--- config.mk ---
export PLATFORM = sky130hd
export DESIGN_NAME = nes_pad_reader_flat
export DESIGN_NICKNAME = d
export VERILOG_FILES = /design/src/rtl/nes_pad_reader_if.sv /design/src/rtl/nes_pad_reader.sv /design/src/flat_wrapper.sv
export SDC_FILE = /design/constraint.sdc
export NUM_CORES = 1
export LEC_CHECK = 0
export CORE_ASPECT_RATIO = 0.9
export CORE_UTILIZATION = 59
export CTS_CLUSTER_DIAMETER = 80
export CTS_CLUSTER_SIZE = 25
export DETAILED_ROUTE_END_ITERATION = 8
export PLACE_DENSITY = 0.9
export SLEW_MARGIN = 20
export SYNTH_ARGS = -nofsm -noshare
export SYNTH_HDL_FRONTEND = slang
export SYNTH_SLANG_ARGS = --single-unit
--- constraint.sdc ---
create_clock -name CLK100MHz -period 3.2 [get_ports CLK100MHz]
set_clock_uncertainty 0.2 [all_clocks]
set_input_delay 0.8 -clock CLK100MHz [delete_from_list [all_inputs] [get_ports CLK100MHz]]
set_output_delay 0.8 -clock CLK100MHz [all_outputs]
set_load 0.01 [all_outputs]
--- src/rtl/nes_pad_reader_if.sv ---
// Signal bundle between the NES pad reader and the rest of the console:
// the pad header pins plus the decoded pad word and its status flags.
interface nes_pad_reader_if;
    logic       poll_req;
    logic       pad_data;
    logic       pad_latch;
    logic       pad_clk;
    logic [7:0] pad;
    logic       pad_valid;
    logic       busy;

    // master: the reader, which drives the pad header and publishes the reading
    modport master (
        input  poll_req,
        input  pad_data,
        output pad_latch,
        output pad_clk,
        output pad,
        output pad_valid,
        output busy
    );

    modport slave (
        output poll_req,
        output pad_data,
        input  pad_latch,
        input  pad_clk,
        input  pad,
        input  pad_valid,
        input  busy
    );
endinterface

--- src/rtl/nes_pad_reader.sv ---
// Console-side reader for a 4021-based NES gamepad: generates LATCH/CLK, samples
// DATA, and publishes {Right,Left,Down,Up,Start,Select,B,A} active-high.
module nes_pad_reader #(
    parameter int POLL_CYCLES  = 1666667,
    parameter int LATCH_CYCLES = 1200,
    parameter int HALF_CYCLES  = 600
) (
    input  logic               CLK100MHz,
    input  logic               CPU_RESETN,
    nes_pad_reader_if.master   pad_bus
);

    localparam int POLL_W  = $clog2(POLL_CYCLES);
    localparam int CNT_MAX = (LATCH_CYCLES > HALF_CYCLES) ? LATCH_CYCLES : HALF_CYCLES;
    localparam int CNT_W   = $clog2(CNT_MAX);

    localparam logic [POLL_W-1:0] POLL_LAST  = POLL_W'(POLL_CYCLES - 1);
    localparam logic [CNT_W-1:0]  LATCH_LAST = CNT_W'(LATCH_CYCLES - 1);
    localparam logic [CNT_W-1:0]  HALF_LAST  = CNT_W'(HALF_CYCLES - 1);

    typedef enum logic [1:0] {S_IDLE, S_LATCH, S_SHIFT, S_DONE} state_t;

    state_t              state_q, state_d;
    logic [POLL_W-1:0]   poll_q, poll_d;
    logic [CNT_W-1:0]    cnt_q, cnt_d;
    logic [2:0]          bit_q, bit_d;
    logic                low_q, low_d;
    logic [7:0]          shift_q, shift_d;
    logic [1:0]          sync_q;
    logic                latch_q, latch_d;
    logic                pclk_q, pclk_d;
    logic [7:0]          pad_q, pad_d;
    logic                valid_q, valid_d;

    logic tick;
    logic sample;

    // Pad drives DATA low for a pressed button, so every sample is inverted.
    assign sample = ~sync_q[1];
    assign tick   = (poll_q == POLL_LAST);

    always_ff @(posedge CLK100MHz or negedge CPU_RESETN) begin
        if (!CPU_RESETN) begin
            sync_q <= 2'b11;
        end else begin
            sync_q <= {sync_q[0], pad_bus.pad_data};
        end
    end

    always_ff @(posedge CLK100MHz or negedge CPU_RESETN) begin
        if (!CPU_RESETN) begin
            state_q <= S_IDLE;
            poll_q  <= '0;
            cnt_q   <= '0;
            bit_q   <= '0;
            low_q   <= 1'b0;
            shift_q <= '0;
            latch_q <= 1'b0;
            pclk_q  <= 1'b1;
            pad_q   <= '0;
            valid_q <= 1'b0;
        end else begin
            state_q <= state_d;
            poll_q  <= poll_d;
            cnt_q   <= cnt_d;
            bit_q   <= bit_d;
            low_q   <= low_d;
            shift_q <= shift_d;
            latch_q <= latch_d;
            pclk_q  <= pclk_d;
            pad_q   <= pad_d;
            valid_q <= valid_d;
        end
    end

    always_comb begin
        state_d = state_q;
        poll_d  = tick ? '0 : poll_q + POLL_W'(1);
        cnt_d   = cnt_q;
        bit_d   = bit_q;
        low_d   = low_q;
        shift_d = shift_q;

        case (state_q)
            S_IDLE: begin
                // Restarting the poll counter keeps the auto tick out of a running transaction.
                if (tick || pad_bus.poll_req) begin
                    state_d = S_LATCH;
                    cnt_d   = '0;
                    poll_d  = '0;
                end
            end
            S_LATCH: begin
                if (cnt_q == LATCH_LAST) begin
                    state_d = S_SHIFT;
                    cnt_d   = '0;
                    bit_d   = '0;
                    low_d   = 1'b0;
                end else begin
                    cnt_d = cnt_q + CNT_W'(1);
                end
            end
            S_SHIFT: begin
                if (cnt_q == HALF_LAST) begin
                    cnt_d = '0;
                    if (!low_q) begin
                        // Sample at the end of the high phase, well after the previous shift settled.
                        shift_d[bit_q] = sample;
                        low_d          = 1'b1;
                    end else begin
                        low_d = 1'b0;
                        if (bit_q == 3'd7) begin
                            state_d = S_DONE;
                        end else begin
                            bit_d = bit_q + 3'd1;
                        end
                    end
                end else begin
                    cnt_d = cnt_q + CNT_W'(1);
                end
            end
            S_DONE: begin
                state_d = S_IDLE;
            end
            default: begin
                state_d = S_IDLE;
            end
        endcase

        // Pin outputs are registered from the next state so they line up with the state register.
        latch_d = (state_d == S_LATCH);
        pclk_d  = !((state_d == S_SHIFT) && low_d);
        valid_d = (state_d == S_DONE);
        pad_d   = (state_d == S_DONE) ? shift_d : pad_q;
    end

    assign pad_bus.pad_latch = latch_q;
    assign pad_bus.pad_clk   = pclk_q;
    assign pad_bus.pad       = pad_q;
    assign pad_bus.pad_valid = valid_q;
    assign pad_bus.busy      = (state_q != S_IDLE);

endmodule
--- src/flat_wrapper.sv ---
// flat-port wrapper written by rule: the top's interface ports become plain ports
module nes_pad_reader_flat 
#(
    parameter int POLL_CYCLES  = 1666667,
    parameter int LATCH_CYCLES = 1200,
    parameter int HALF_CYCLES  = 600
)
  (CLK100MHz, CPU_RESETN, pad_bus_poll_req, pad_bus_pad_data, pad_bus_pad_latch, pad_bus_pad_clk, pad_bus_pad, pad_bus_pad_valid, pad_bus_busy);
  nes_pad_reader_if pad_bus_i ();
  input  logic CLK100MHz;
  input  logic CPU_RESETN;
  input wire logic [$bits(pad_bus_i.poll_req)-1:0] pad_bus_poll_req;
  input wire logic [$bits(pad_bus_i.pad_data)-1:0] pad_bus_pad_data;
  output wire logic [$bits(pad_bus_i.pad_latch)-1:0] pad_bus_pad_latch;
  output wire logic [$bits(pad_bus_i.pad_clk)-1:0] pad_bus_pad_clk;
  output wire logic [$bits(pad_bus_i.pad)-1:0] pad_bus_pad;
  output wire logic [$bits(pad_bus_i.pad_valid)-1:0] pad_bus_pad_valid;
  output wire logic [$bits(pad_bus_i.busy)-1:0] pad_bus_busy;
  assign pad_bus_i.poll_req = pad_bus_poll_req;
  assign pad_bus_i.pad_data = pad_bus_pad_data;
  assign pad_bus_pad_latch = pad_bus_i.pad_latch;
  assign pad_bus_pad_clk = pad_bus_i.pad_clk;
  assign pad_bus_pad = pad_bus_i.pad;
  assign pad_bus_pad_valid = pad_bus_i.pad_valid;
  assign pad_bus_busy = pad_bus_i.busy;
  nes_pad_reader #(.POLL_CYCLES(POLL_CYCLES), .LATCH_CYCLES(LATCH_CYCLES), .HALF_CYCLES(HALF_CYCLES)) u_core (.CLK100MHz(CLK100MHz), .CPU_RESETN(CPU_RESETN), .pad_bus(pad_bus_i));
endmodule
==> flow_metrics.env <==
export IMPL_status="finished, final reports clean"
export IMPL_yosysSeqAreaShare_pct=49.44
export IMPL_critical_path_class="reg -> reg"
export IMPL_grt_max_degree=36
export IMPL_dp_hpwl_um=4124
export IMPL_cp_cell_sequence="nor4b_1, nand3_1, a21bo_2, a211oi_4, mux2_2"
export IMPL_critical_path_buf_inv_count=0
export IMPL_numCtsBuffers=9
export IMPL_global_route_overflow_total=0
export IMPL_initial_core_util_pct=61.55
export IMPL_synth_cell_area_mm2=0.002994
export IMPL_post_cts_repair_setup_buffers=0
export IMPL_nFillCells=351
export IMPL_antennaDiodeCount=0
export IMPL_synth_edf_count=0
export IMPL_register_area_mm2=0.001480
export IMPL_fin_setup_tns_ns=0
export IMPL_floorplan_die_area_mm2=0.005364
export IMPL_setup_viol_count_final=0
export IMPL_gp_congestion=0.8956
export IMPL_worst_slew_pin_slew_ns=0.7629
export IMPL_port_buf_inserts=15
export IMPL_floorplan_die_height_um=69.58
export IMPL_critical_path_max_fanout=10
export IMPL_hp_start="u_core.sync_q[0]$_DFF_PN1_"
export IMPL_synth_fp_nets=306
export IMPL_synth_main_ff_cell="dfrtp_1"
export IMPL_cts_resized=0
export IMPL_power_density_mw_per_mm2=578.7
export IMPL_worstHoldPathCells=0
export IMPL_drv_cap=0
export IMPL_ys_top_cells_by_count="56 x dfrtp_1, 33 x nor2_1, 24 x nand2_1"
export IMPL_finalPower_mw=1.991
export IMPL_worst_ir_drop_vdd_uv=337.5
export IMPL_grt_use_total_pct=26.15
export IMPL_clock_insertion_delay_at_the_later_pin_of_the_skew_report_ns=0.34
export IMPL_async_reset_ff_share_pct=100.0
export IMPL_clkTransAtPathRegs_ns=0.07
export IMPL_worst_path_dominant_cell_family="simple AND/OR/NAND/NOR gates"
export IMPL_count_of_tritonroute_iterations_in_the_first_routing_pass=4
export IMPL_timing_critical_path_arrival_ns=2.78
export IMPL_report_final_slew_viol_count=0
export IMPL_post_drt_wl_per_cell_um=15.85
export IMPL_synth_seq_cells=59
export IMPL_post_synth_top_area_fraction_pct=46.80
export IMPL_antenna_violating_nets_post_route=0
export IMPL_worst_r2r_endpoint="u_core.pad_bus.pad[0]$_DFFE_PN0N_"
export IMPL_layout_min_cycle_time_ns=2.764
export IMPL_core_region_area_mm2=0.004865
export IMPL_die_w_um=77.09
export IMPL_slew_headroom_pct=48.67
export IMPL_r2r_path_start="u_core.cnt_q[4]$_DFFE_PN0P_"
export IMPL_drive_gt1_share_pct=12.54
export IMPL_post_synth_cell_area_avg_um2=10.25
export IMPL_nets=328
export IMPL_grt_first_pass_wirelength_um=10810
export IMPL_whs_endpoint="u_core.sync_q[1]$_DFF_PN1_"
export IMPL_ys_warn_count=0
export IMPL_initial_antenna_violation_count=0
export IMPL_synth_top_cells_by_area="dfrtp_1 47%, ha_1 4.2%, nor2_1 4.1%, xor2_1 3.2%, nand3_1 3.2%"
export IMPL_achievable_frequency_mhz=361.8
export IMPL_post_synth_top_count_cell="dfrtp_1"
export IMPL_placement_rows=24
export IMPL_timing_critical_path_slowest_cell_delay_ns=0.53
export IMPL_cts_max_level=3
export IMPL_syn_inst=292
export IMPL_timing_reg2reg_setup_slack_ns=0.44
export IMPL_cts_root_buf="clkbuf_8"
export IMPL_power_static_leakage_nw=1.497
export IMPL_placement_setup_worst_slack_ns=0.4526
export IMPL_drt_vias_per_instance=6.036
export IMPL_floorplan_io_pins=16
export IMPL_clkSinkCount=59
export IMPL_grt_pass1_vias=2281
export IMPL_critical_path_slowest_cell="nor4b_1"
export IMPL_hold_buffers=0
export IMPL_worst_r2r_path_depth=5
export IMPL_cts_max_path_buffers=2
export IMPL_crit_path_start="u_core.cnt_q[4]$_DFFE_PN0P_"
export IMPL_detailed_place_area_mm2=0.003228
export IMPL_netlist_top_cell_by_area="dfrtp_1"
export IMPL_grt_setup_unrepaired="false"
export IMPL_area_growth_synth_to_final_pct=14.92
export IMPL_cts_tree="yes"
export IMPL_drt_total_wl_um=6087
export IMPL_utilization_pct=70.73
export IMPL_crit_path_end_kind="flop"
export IMPL_finalHoldWorstSlack_ns=0.1681
export IMPL_vias=2318
export IMPL_detail_route_drc_violations=0
export IMPL_worst_endpoint_required_ns=3.22
export IMPL_multiInputGateArea_mm2=0.001449
export IMPL_worst_slack_ns=0.4360
export IMPL_drt_iter0_markers=211
export IMPL_final_instance_count_excl_fill=384
export IMPL_min_path_type="reg -> reg"
export IMPL_place_detailed_instances=368
export IMPL_yosysUniqueCellTypes=47
export IMPL_layout_cell_area_non_filler_mm2=0.003441
export IMPL_startpoint_type="flop"
export IMPL_final_hold_violation_count=0
export IMPL_final_period_utilization_pct=86.38
-- routing by layer --
layer	track usage [%]	part of all wire, %	up-vias
met4	12.79	2.3	0
met1	37.40	45	1125
met2	37.40	46	81
li1	-	-	1097
met5	0	0	-
met3	6.316	5.9	15
-- worst max-delay path by stage --
stage	endpoint	slack, ns	cells past startpoint
6_report	u_core.pad_bus.pad[0]$_DFFE_PN0N_	0.44	5
5_1_grt	u_core.pad_bus.pad[0]$_DFFE_PN0N_	0.27	6
4_1_cts	u_core.pad_bus.pad[0]$_DFFE_PN0N_	0.44	6
3_5_place_dp	u_core.pad_bus.pad[4]$_DFFE_PN0N_	0.45	6
3_3_place_gp	u_core.pad_bus.pad[1]$_DFFE_PN0N_	0.50	5
2_1_floorplan	u_core.pad_bus.pad[0]$_DFFE_PN0N_	0.69	5
-- layout by cell type, fill, tap and decap left out, types with 2 or more instances in the layout --
cell	count
xor2_1	11
mux2_2	8
and4b_1	2
clkbuf_8	12
inv_1	10
ha_1	10
and2_1	5
nand4_1	8
nor3b_1	2
nor4b_1	2
or2_2	2
dfstp_2	3
o311ai_0	3
o2bb2ai_1	2
a21bo_2	3
a22o_1	6
nor2b_1	4
o21ai_0	15
nor3_1	6
nor4_1	3
nor4bb_1	4
and3_1	5
o211ai_1	3
clkinv_2	2
xnor2_1	8
nand2b_1	4
o31ai_1	8
nand2_1	24
dfrtp_1	56
nor2_1	33
nand3_1	19
buf_4	2
clkdlybuf4s50_1	14
-- registers in the layout, indices dropped and copies added, names as in the netlist --
register,count
u_core.pad_bus.pad,8
u_core.poll_q,21
u_core.pad_bus.pad_clk,1
u_core.cnt_q,11
u_core.low_q,1
u_core.state_q,2
u_core.sync_q,2
u_core.bit_q,3
u_core.shift_q,8
u_core.pad_bus.pad_latch,1
u_core.pad_bus.pad_valid,1
-- logic make-up after synthesis --
group / synth area share, %
XOR/XNOR: 5.558
AND/OR/NAND/NOR: 22.77
multiplexers: 3.343
buffers and inverters: 2.173
flip-flops: 49.44
adder cells (fa/ha/maj): 4.179
AO/OA/AOI/OAI: 12.54
-- power by group --
group / internal (mW) / switching [mW] / total [mW]
clock: 0.420 / 0.295 / 0.716
sequential: 0.793 / 0.0502 / 0.844
combinational: 0.170 / 0.262 / 0.432
total: 1.38 / 0.607 / 1.99
-- layout make-up --
cell class | instances | share of cell area [%]
Inverter | 10 | 1.091
Multi-Input combinational cell | 216 | 42.11
Tap cell | 65 | 2.364
Clock buffer | 12 | 4.800
Clock inverter | 4 | 1.382
Sequential cell | 59 | 43.02
Timing Repair Buffer | 18 | 5.236
-- worst register-to-register path: cells and delay by family, from the launching register on --
| family | cells | cell delay (ns) |
|---|---|---|
| simple gates | 2 | 0.80 |
| compound gates | 2 | 0.76 |
| flops | 1 | 0.49 |
| mux | 1 | 0.40 |
Power figures use the tool's default switching activity.
==> patch (config.mk and constraints unchanged) <==
`shift_q` no longer has a reset.
--- a/src/rtl/nes_pad_reader.sv
+++ b/src/rtl/nes_pad_reader.sv
@@ -54,7 +54,6 @@
             cnt_q   <= '0;
             bit_q   <= '0;
             low_q   <= 1'b0;
-            shift_q <= '0;
             latch_q <= 1'b0;
             pclk_q  <= 1'b1;
             pad_q   <= '0;
@@ -65,12 +64,15 @@
             cnt_q   <= cnt_d;
             bit_q   <= bit_d;
             low_q   <= low_d;
-            shift_q <= shift_d;
             latch_q <= latch_d;
             pclk_q  <= pclk_d;
             pad_q   <= pad_d;
             valid_q <= valid_d;
         end
+    end
+
+    always_ff @(posedge CLK100MHz) begin
+        shift_q <= shift_d;
     end
 
     always_comb begin
Check against the original RTL: no difference found for any inputs over 10 cycles, from zero or initial values and one cycle with CPU_RESETN low; that may be too few to reach the edited logic, so the function may still have changed.
==> patch against the original RTL <==
Area after synthesis decreased by 1.3%. Worst setup slack got worse by 18 ps. Via count decreased by 2.1%. Critical endpoint is now u_core.pad_bus.pad[3]. Synthesized cell count unchanged. Wire length decreased by 6.2%. Cell area decreased by 1.7%. Power decreased by 2.6%. Highest routed layer unchanged. Critical path type unchanged. Sequential cell count unchanged. Combinational power decreased by 0.9%.
==> patch: results (changes against the original RTL) <==
WHS Endpoint: u_core.sync_q[1]
Post-synthesis cell count: 292 (unchanged)
Worst-case hold slack: 161 ps (-6.95 ps)
R2R setup slack: 420 ps (-20 ps)
Routed vias/inst: 5.90 (-2.3%)
Ranking of synthesized cells by area: dfrtp_1, dfxtp_1, ha_1
Initial antenna violation count: 0 (unchanged)
Worst hold start: u_core.sync_q[0]
Largest regs: u_core.poll_q (21), u_core.cnt_q (11)
Leak: 1.44 nW (-3.7%)
R2R Path End: u_core.pad_bus.pad[3]
Cell total after placement: 369 (+0.27%)
Global routing met3 resource utilization: 8.21% (+1.9 points)
Wire per inst: 14.8 µm (-6.4%)
Htree depth: 3 (unchanged)
WL met2: 2.82 mm (+0.18%)
Met1 WL: 2.52 mm (-9.0%)
Adder-cell area share of the yosys netlist: 4.24% (+0.057 points)
Reg clk slew, reported paths: 60 ps
Met2 Use GR: 39.1% (+1.7 points)
Max VDD drop: 0.000429 V (+27%)
Post-Syn Nets: 306 (unchanged)
Synth cell types: 48 (+2.1%)
Area after DPL: 3180 µm² (-1.4%)
Post-synthesis compound-gate area fraction: 12.7% (+0.17 points)
GRT Overall Usage: 24.2% (-2.0 points)
Post-synthesis xor/xnor area fraction: 5.63% (+0.075 points)
CP peak stage delay: 500 ps (-30 ps)
Worst reg2reg path depth: 6 (+1)
CTS Buffer Depth: 2 (unchanged)
Outcome: finished clean
R2R Path Start: u_core.state_q[0]
Cells on Worst Hold Path: 0 (unchanged)
Final non-filler cell total: 385 (+0.26%)
Top layer in use: met4
GR Util met1: 31.4% (-6.0 points)
Hpwl dp: 3.99 mm (-3.3%)
First-pass GRT wire length: 9.87 mm (-8.7%)
Seq/Total Area, Yosys: 48.8% (-0.69 points)
Initial DRC count: 169 (-20%)
Metal3 WL: 324 µm (-10%)
CP max FO: 13 (+3)
Largest net degree at the start of global routing: 31 (-14%)
Vias in the first global route: 2173 (-4.7%)
DRT Pass-1 Iters: 5 (+1)
Post-CTS Resized: 0 (unchanged)
Slew headroom: 52.6% (+3.9 points)
Commonest cells in the netlist: dfrtp_1, nor2_1, nand2_1, nand3_1, o21ai_0
Final net count: 329 (+0.30%)
Global placer's final weighted congestion: 0.902 (+0.71%)
Share of layout cells above drive strength 1: 11.9% (-0.66 points)
Proportion of synthesized area in mux cells: 3.39% (+0.045 points)
FFs w/ async S/R, synth: 86.4% (-14 points)
Pre-CTS setup slack: 431 ps (-21.2 ps)
# diodes: 0 (unchanged)
Tightest Hold Check Type: flip-flop to flip-flop
Critical path's slowest cell: a211oi_4
IO buf count: 15 (unchanged)
==> patch: cell type report <==
class	count	area (µm²)
inverter	10	37.5
sequential	59	1440
clock inverter	2	35.0
tap	65	81.3
fill	343	1450
multi-input combinational	216	1450
timing repair buffer	19	175
clock buffer	14	163
==> patch: power by group <==
part | internal, mW | switching [mW]
combinational | 0.169 | 0.259
sequential | 0.792 | 0.0492
clock | 0.402 | 0.268
==> patch: worst max-delay path by stage <==
stage	from	endpoint	slack (ps)	depth (start not counted)
3_3_place_gp	pad_bus_poll_req	u_core.pad_bus.pad[4]	530	5
2_1_floorplan	u_core.cnt_q[7]	u_core.pad_bus.pad[0]	690	5
4_1_cts	u_core.state_q[0]	u_core.pad_bus.pad[3]	410	6
6_report	u_core.state_q[0]	u_core.pad_bus.pad[3]	420	6
3_5_place_dp	u_core.state_q[0]	u_core.pad_bus.pad[3]	430	6
5_1_grt	u_core.state_q[0]	u_core.pad_bus.pad[7]	250	6
